[config.mk]
export PLATFORM = sky130hd
export DESIGN_NAME = rcn_timer
export DESIGN_NICKNAME = d
export VERILOG_FILES = /design/src/rtl/rcn_timer.sv
export SDC_FILE = /design/constraint.sdc
export NUM_CORES = 1
export LEC_CHECK = 0
export BUFFER_PORTS_ARGS = -buffer_cell sky130_fd_sc_hd__buf_2
export CORE_ASPECT_RATIO = 0.7
export CORE_MARGIN = 4
export CORE_UTILIZATION = 62
export DETAILED_ROUTE_END_ITERATION = 8
export GPL_TIMING_DRIVEN = 0
export PLACE_DENSITY = 0.81
export RECOVER_POWER = 50
export REMOVE_ABC_BUFFERS = 1
export SYNTH_ARGS = -nofsm -noshare
export SYNTH_HDL_FRONTEND = slang
export SYNTH_SLANG_ARGS = --single-unit
[constraint.sdc]
create_clock -name clk -period 2.8 [get_ports clk]
set_input_delay 0.28 -clock clk [delete_from_list [all_inputs] [get_ports clk]]
set_output_delay 0.28 -clock clk [all_outputs]
set_load 0.05 [all_outputs]
[src/rtl/rcn_timer.sv]
// rcn_timer: multi-channel down-counting timer, a slave on the 69-bit rcn ring.
//
// Ring slot semantics: the ring has no backpressure. Each cycle one slot enters
// on rcn_in and, one cycle later, the same slot leaves on rcn_out. It leaves
// unchanged unless it is a valid request that targets this block's 256-byte
// window. A targeted request is consumed and turned into a response in that
// same slot. A slot is "valid" when bit 68 is set; there is no ready signal.
//
// Ports:
//   clk      ring clock
//   rst_n    asynchronous active-low reset
//   rcn_in   ring input slot (69 bits)
//   rcn_out  ring output slot, registered (1-cycle latency)
//   req      one-cycle expiry pulse per channel (registered)
//   irq      level interrupt, OR over channels of STATUS & CTRL.irq_en
//
// Register map (byte offsets within the window):
//   0x00 PRESCALE[15:0]   0x04 STATUS (W1C)
//   0x10+0x10*i: +0 LOAD, +4 COUNT, +8 CTRL {irq_en, auto_reload, en}
module rcn_timer #(
    parameter logic [23:0] ADDR_BASE = 24'hFFFF00,
    parameter int          CHANNELS  = 4,
    parameter int          WIDTH     = 32
) (
    input  logic                clk,
    input  logic                rst_n,
    input  logic [68:0]         rcn_in,
    output logic [68:0]         rcn_out,
    output logic [CHANNELS-1:0] req,
    output logic                irq
);

    // Slot fields
    logic        slot_match;
    logic        slot_wr;
    logic [5:0]  word;      // addr[7:2]
    logic [3:0]  bmask;
    logic [31:0] wdata;

    assign slot_match = rcn_in[68] & rcn_in[67] & (rcn_in[55:40] == ADDR_BASE[23:8]);
    assign slot_wr    = rcn_in[66];
    assign word       = rcn_in[39:34];
    assign bmask      = rcn_in[59:56];
    assign wdata      = rcn_in[31:0];

    // Channel i occupies words 4+4i .. 4+4i+3, so word[5:2]-1 is the channel.
    logic [3:0] ch_sel;
    logic       ch_hit;
    assign ch_sel = word[5:2] - 4'd1;
    assign ch_hit = (word[5:2] != 4'd0) && (ch_sel < 4'(CHANNELS));

    // State
    logic [15:0]         prescale_q;
    logic [15:0]         pcnt_q;
    logic [CHANNELS-1:0] status_q;
    logic [WIDTH-1:0]    load_q  [CHANNELS];
    logic [WIDTH-1:0]    count_q [CHANNELS];
    logic [2:0]          ctrl_q  [CHANNELS];

    // Decode / datapath
    logic                tick;
    logic                wr_prescale;
    logic                wr_status;
    logic [CHANNELS-1:0] wr_load;
    logic [CHANNELS-1:0] wr_count;
    logic [CHANNELS-1:0] wr_ctrl;
    logic [CHANNELS-1:0] expire;
    logic [CHANNELS-1:0] irq_en;
    logic [CHANNELS-1:0] status_clr;
    logic [31:0]         rdata;

    // Merge write data into a WIDTH-bit register, one byte lane per mask bit.
    function automatic logic [WIDTH-1:0] merge_w(input logic [WIDTH-1:0] old,
                                                 input logic [31:0]      d,
                                                 input logic [3:0]       m);
        logic [WIDTH-1:0] r;
        for (int b = 0; b < WIDTH; b++) begin
            r[b] = m[b/8] ? d[b] : old[b];
        end
        return r;
    endfunction

    always_comb begin
        tick        = (pcnt_q == prescale_q);
        wr_prescale = slot_match && slot_wr && (word == 6'd0);
        wr_status   = slot_match && slot_wr && (word == 6'd1);
        wr_load     = '0;
        wr_count    = '0;
        wr_ctrl     = '0;
        expire      = '0;
        irq_en      = '0;
        rdata       = '0;

        case (word)
            6'd0:    rdata = {16'd0, prescale_q};
            6'd1:    rdata = 32'(status_q);
            default: ;
        endcase

        for (int i = 0; i < CHANNELS; i++) begin
            if (ch_hit && (ch_sel == 4'(i))) begin
                case (word[1:0])
                    2'd0: begin
                        rdata      = 32'(load_q[i]);
                        wr_load[i] = slot_match && slot_wr;
                    end
                    2'd1: begin
                        rdata       = 32'(count_q[i]);
                        wr_count[i] = slot_match && slot_wr;
                    end
                    2'd2: begin
                        rdata      = {29'd0, ctrl_q[i]};
                        wr_ctrl[i] = slot_match && slot_wr;
                    end
                    default: ;
                endcase
            end
            // A bus write to COUNT pre-empts the tick: no decrement, no expiry.
            expire[i] = tick && ctrl_q[i][0] && (count_q[i] == WIDTH'(1)) && !wr_count[i];
            irq_en[i] = ctrl_q[i][2];
        end
    end

    assign status_clr = (wr_status && bmask[0]) ? wdata[CHANNELS-1:0] : '0;
    assign irq        = |(status_q & irq_en);

    always_ff @(posedge clk or negedge rst_n) begin
        if (!rst_n) begin
            rcn_out    <= '0;
            req        <= '0;
            prescale_q <= '0;
            pcnt_q     <= '0;
            status_q   <= '0;
            for (int i = 0; i < CHANNELS; i++) begin
                load_q[i]  <= '0;
                count_q[i] <= '0;
                ctrl_q[i]  <= '0;
            end
        end else begin
            rcn_out <= slot_match ? {1'b1, 1'b0, rcn_in[66:32], (slot_wr ? wdata : rdata)}
                                  : rcn_in;
            req     <= expire;

            if (wr_prescale) begin
                prescale_q <= {bmask[1] ? wdata[15:8] : prescale_q[15:8],
                               bmask[0] ? wdata[7:0]  : prescale_q[7:0]};
                pcnt_q     <= '0;
            end else if (tick) begin
                pcnt_q <= '0;
            end else begin
                pcnt_q <= pcnt_q + 16'd1;
            end

            // Expiry set has priority over a same-cycle W1C.
            status_q <= (status_q & ~status_clr) | expire;

            for (int i = 0; i < CHANNELS; i++) begin
                if (wr_load[i]) begin
                    load_q[i] <= merge_w(load_q[i], wdata, bmask);
                end

                if (wr_count[i]) begin
                    count_q[i] <= merge_w(count_q[i], wdata, bmask);
                end else if (tick && ctrl_q[i][0] && (count_q[i] != '0)) begin
                    if (count_q[i] == WIDTH'(1)) begin
                        count_q[i] <= ctrl_q[i][1] ? load_q[i] : '0;
                    end else begin
                        count_q[i] <= count_q[i] - WIDTH'(1);
                    end
                end

                // A bus write to CTRL overrides the one-shot en clear.
                if (wr_ctrl[i]) begin
                    if (bmask[0]) begin
                        ctrl_q[i] <= wdata[2:0];
                    end
                end else if (expire[i] && !ctrl_q[i][1]) begin
                    ctrl_q[i][0] <= 1'b0;
                end
            end
        end
    end

endmodule

==> metrics.md <==
| Metric | Value |
|---|---|
| Status | `finished with violations` |
| Failing checks | `negative setup slack` |
| R2r worst-path depth | `7` |
| Setup CP Type | `primary input to register` |
| H-tree depth | `2` |
| Commonest non-fill, non-tap cell in the layout | `dfrtp_1` |
| Setup crit start kind | `primary input` |
| CTS tree | `yes` |
| Crit path max fanout | `44` |
| Placer Congestion | `0.979` |
| Via count | `21221` |
| Min Clock Period, post-route | `approximately 2800 ps` |
| Share of cells above drive strength 1 | `roughly a quarter` |
| Most used DFF post-synth | `dfrtp_1` |
| Worst Setup End Kind | `register` |
| Root buf cell | `clkbuf_16` |
| Final HPWL DP | `56500 um` |
| Finished Cell Area | `around 0.026 sq mm` |
| First-pass GRT wire length | `approximately 120000 um` |
| Slew @ Worst Pin | `approximately 1400 ps` |
| Total power | `about 12 mW` |
| Area share of xor/xnor cells in the synthesized design | `between 1.5 and 2%` |
| Vias in the first global route | `19852` |
| GRT Total Usage | `between 40% and 50%` |
| Worst R2R End | `count_q[32]` |
| Worst Hold Class | `primary input to register` |
| # rows | `57` |
| Worst ir drop on vdd | `0.642 mV` |
| Ys async rst share | `100%` |
| Slew headroom | `under 10%` |
| Num ports | `145` |
| Post-Syn Area | `around 0.022 sq mm` |
| Worst hold path depth | `1` |
| Layout area overhead | `16.5%` |
| Fin cells | `around 2900` |
| CP Data Required Time | `around 3200 ps` |
| Die Height | `roughly 170 um` |
| R2R setup slack | `0 ps` |
| Inst Count DP | `2719` |
| Mapped Cells | `2264` |
| Int Pwr | `just under 9 mW` |
| Synth Area in Simple Gates | `18.1%` |
| Area of the multi-input gates | `between 0.01 and 0.015 sq mm` |
| Initial antenna violation count | `4` |
| P_leak | `around 11 nW` |
| Flop pwr share | `46.8%` |
| Drt wl/cell | `29.1 um` |
| Final setup margin | `-7.45 ps` |
| Clock buffer depth | `3` |
| Skew final | `about 27 ps` |
| Final net count | `2450` |
| Drt first pass iters | `9` |
| Starting density of the core | `a little over three fifths` |
| Num CTS Buffers | `40` |
| Final Max Tran Viols | `0` |
| Post-route ant nets | `0` |
| Warnings from Yosys | `0` |
| HP Start | `rcn_in[36]` |
| Syn avg cell area | `9.77 sq um` |
| Sequential area share after synthesis | `between 40% and 50%` |
| Adder-cell share of the synthesized area | `less than 1%` |
| Core area | `roughly 0.035 sq mm` |
| #FFs+latches synth | `377` |
| Crit path DAT | `~3200 ps` |
| Reg2reg start | `prescale_q[9]` |
| Fmax | `356 MHz` |
| Residual DRC count | `0` |
| Logic pwr share | `around 7%` |
| Total net switching power | `around 3.0 mW` |
| Post-synth EDFFs | `0` |
| Grt ovf | `0` |
| Sw Share | `between 20 and 30%` |
| Largest net degree at the start of global routing | `around 130` |
| FF/Latch Area | `approximately 0.0094 sq mm` |
| Worst Hold Margin | `101 ps` |
| Clock sinks | `around 380` |
| Most frequent cells in the layout | `377 x dfrtp_1, 193 x o21ai_0, 186 x mux2_2` |
| Fin crit share | `100%` |
| Vias per inst | `7.38` |
| # fillers | `around 2500` |
| Final hold vios | `0` |
| PD cells | `between 400 and 500 mW/mm^2` |
| Worst skew pair latency | `approximately 570 ps` |
| Clock transition at path regs | `about 60 ps` |
| Complex-gate fraction of the synthesized area | `approximately 17%` |
| Hold endpoint | `rcn_out[36]` |
| Max-Cap Viols | `0` |
| Port bufs | `about 140` |
| Final WL | `approximately 84000 um` |
| Final setup fails | `2` |
| DIE WIDTH | `about 230 um` |
| Clock power share | `roughly 46%` |
| Largest family of logic cells by synthesized area | `simple AND/OR/NAND/NOR gates` |
| DRT iter0 DRCs | `approximately 3400` |
| Placed cell areas | `approximately 0.023 sq mm` |
| Mux contribution to synthesized area | `between 10% and 20%` |
| Die ar. | `slightly below 0.04 sq mm` |
| Synth unique cells | `87` |
## power by group through the flow
stage	Clock, mW	Combinational, mW	Sequential, mW
2_1_floorplan	0	0.105	5.80
3_3_place_gp	0	0.758	5.61
3_5_place_dp	0	0.774	5.61
4_1_cts	5.42	0.813	5.51
5_1_grt	5.66	0.869	5.51
6_report	5.42	0.842	5.51
## logic make-up (layout without fill, tap and decap cells)
| family | Yosys count | count (layout) |
|---|---|---|
| simple gates | 726 | 730 |
| compound gates | 563 | 564 |
| flops | 377 | 377 |
| mux | 323 | 323 |
| buf+inv | 220 | 352 |
| xor+xnor | 46 | 46 |
| fa+ha+maj | 9 | 9 |
| other cells | 0 | 4 |
## per-stage QoR
step | util (%) | setup TNS, ps | setup slack (ps)
2_1_floorplan | - | -212840 | -3280
3_3_place_gp | 64.9 | -3192930 | -8090
3_5_place_dp | 66.2 | -235880 | -1610
4_1_cts | 72.6 | 0 | 1.36
5_1_grt | 73.7 | -141 | -53.0
6_report | 73.8 | -13.2 | -7.45
## sequential cells by signal, indices dropped and copies added, names as in the netlist
signal and cells:
rcn_out 69, ctrl_q 12, count_q 128, prescale_q 16, pcnt_q 16, status_q 4, load_q 128, req 4
## critical path, stage by stage
cell and delay, ps:
buf_4 410, nor4bb_1 600, nand2b_1 690, o22ai_1 740
a211oi_1 110, o21ai_0 370
## layer usage
layer	vias to the layer above	GRT usage (%)	share of wire [%]
li1	8892	-	-
met1	10384	59.3	39
met2	1633	58.4	42
met3	304	15.9	16
met4	8	12.6	3.8
met5	-	0.500	0.062
## synthesized netlist by cell type, drive strengths merged, types with 9 or more instances
master   instances  share of area (%)
a211oi          41                1.4
a21oi           42               0.95
a221oi          57                2.3
a222oi          25                1.1
a31oi            9               0.25
and2            10               0.28
and3            25               0.71
buf             61                1.4
clkbuf         125                2.1
dfrtp          377                 43
ha               9               0.51
inv             34               0.58
mux2           188                9.6
mux2i          135                6.1
nand2          160                3.1
nand2b          14               0.40
nand3           49                1.1
nand4           25               0.77
nor2           138                2.5
nor3           115                2.7
nor4            75                2.4
nor4b           18               0.74
o21ai          199                4.5
o22ai           72                2.0
o2bb2ai         17               0.67
o31ai           21               0.71
or2              9               0.25
or3             30               0.85
or4             19               0.70
xnor2           17               0.67
xor2            29                1.1
## layout make-up
| cell class | count | share of cell area (%) |
|---|---|---|
| repair buffers | 245 | 6.93 |
| flip-flops and latches | 377 | 36.6 |
| clock buffers | 61 | 4.54 |
| clock inverters | 12 | 0.471 |
| inverters | 34 | 0.495 |
| multi-input cells | 1672 | 48.6 |
| well taps | 472 | 2.29 |
| diodes | 4 | 0.0388 |
## worst max-delay path by stage
| stage | end | from |
|---|---|---|
| 5_1_grt | rcn_out[13] | rcn_in[36] |
| 4_1_cts | count_q[41] | count_q[38] |
| 3_3_place_gp | count_q[78] | rcn_in[34] |
| 6_report | rcn_out[15] | rcn_in[36] |
| 3_5_place_dp | count_q[37] | rcn_in[36] |
| 2_1_floorplan | count_q[78] | rcn_in[41] |
## repair_timing
action,4_1_cts,5_1_grt
endpoints found under the hold margin,61,0
setup buffers,25,20
pin swaps,13,14
hold buffers,31,0
cloned,2,3
setup endpoints to repair,178,126
resized for setup,68,34
Power figures use the tool's default switching activity.
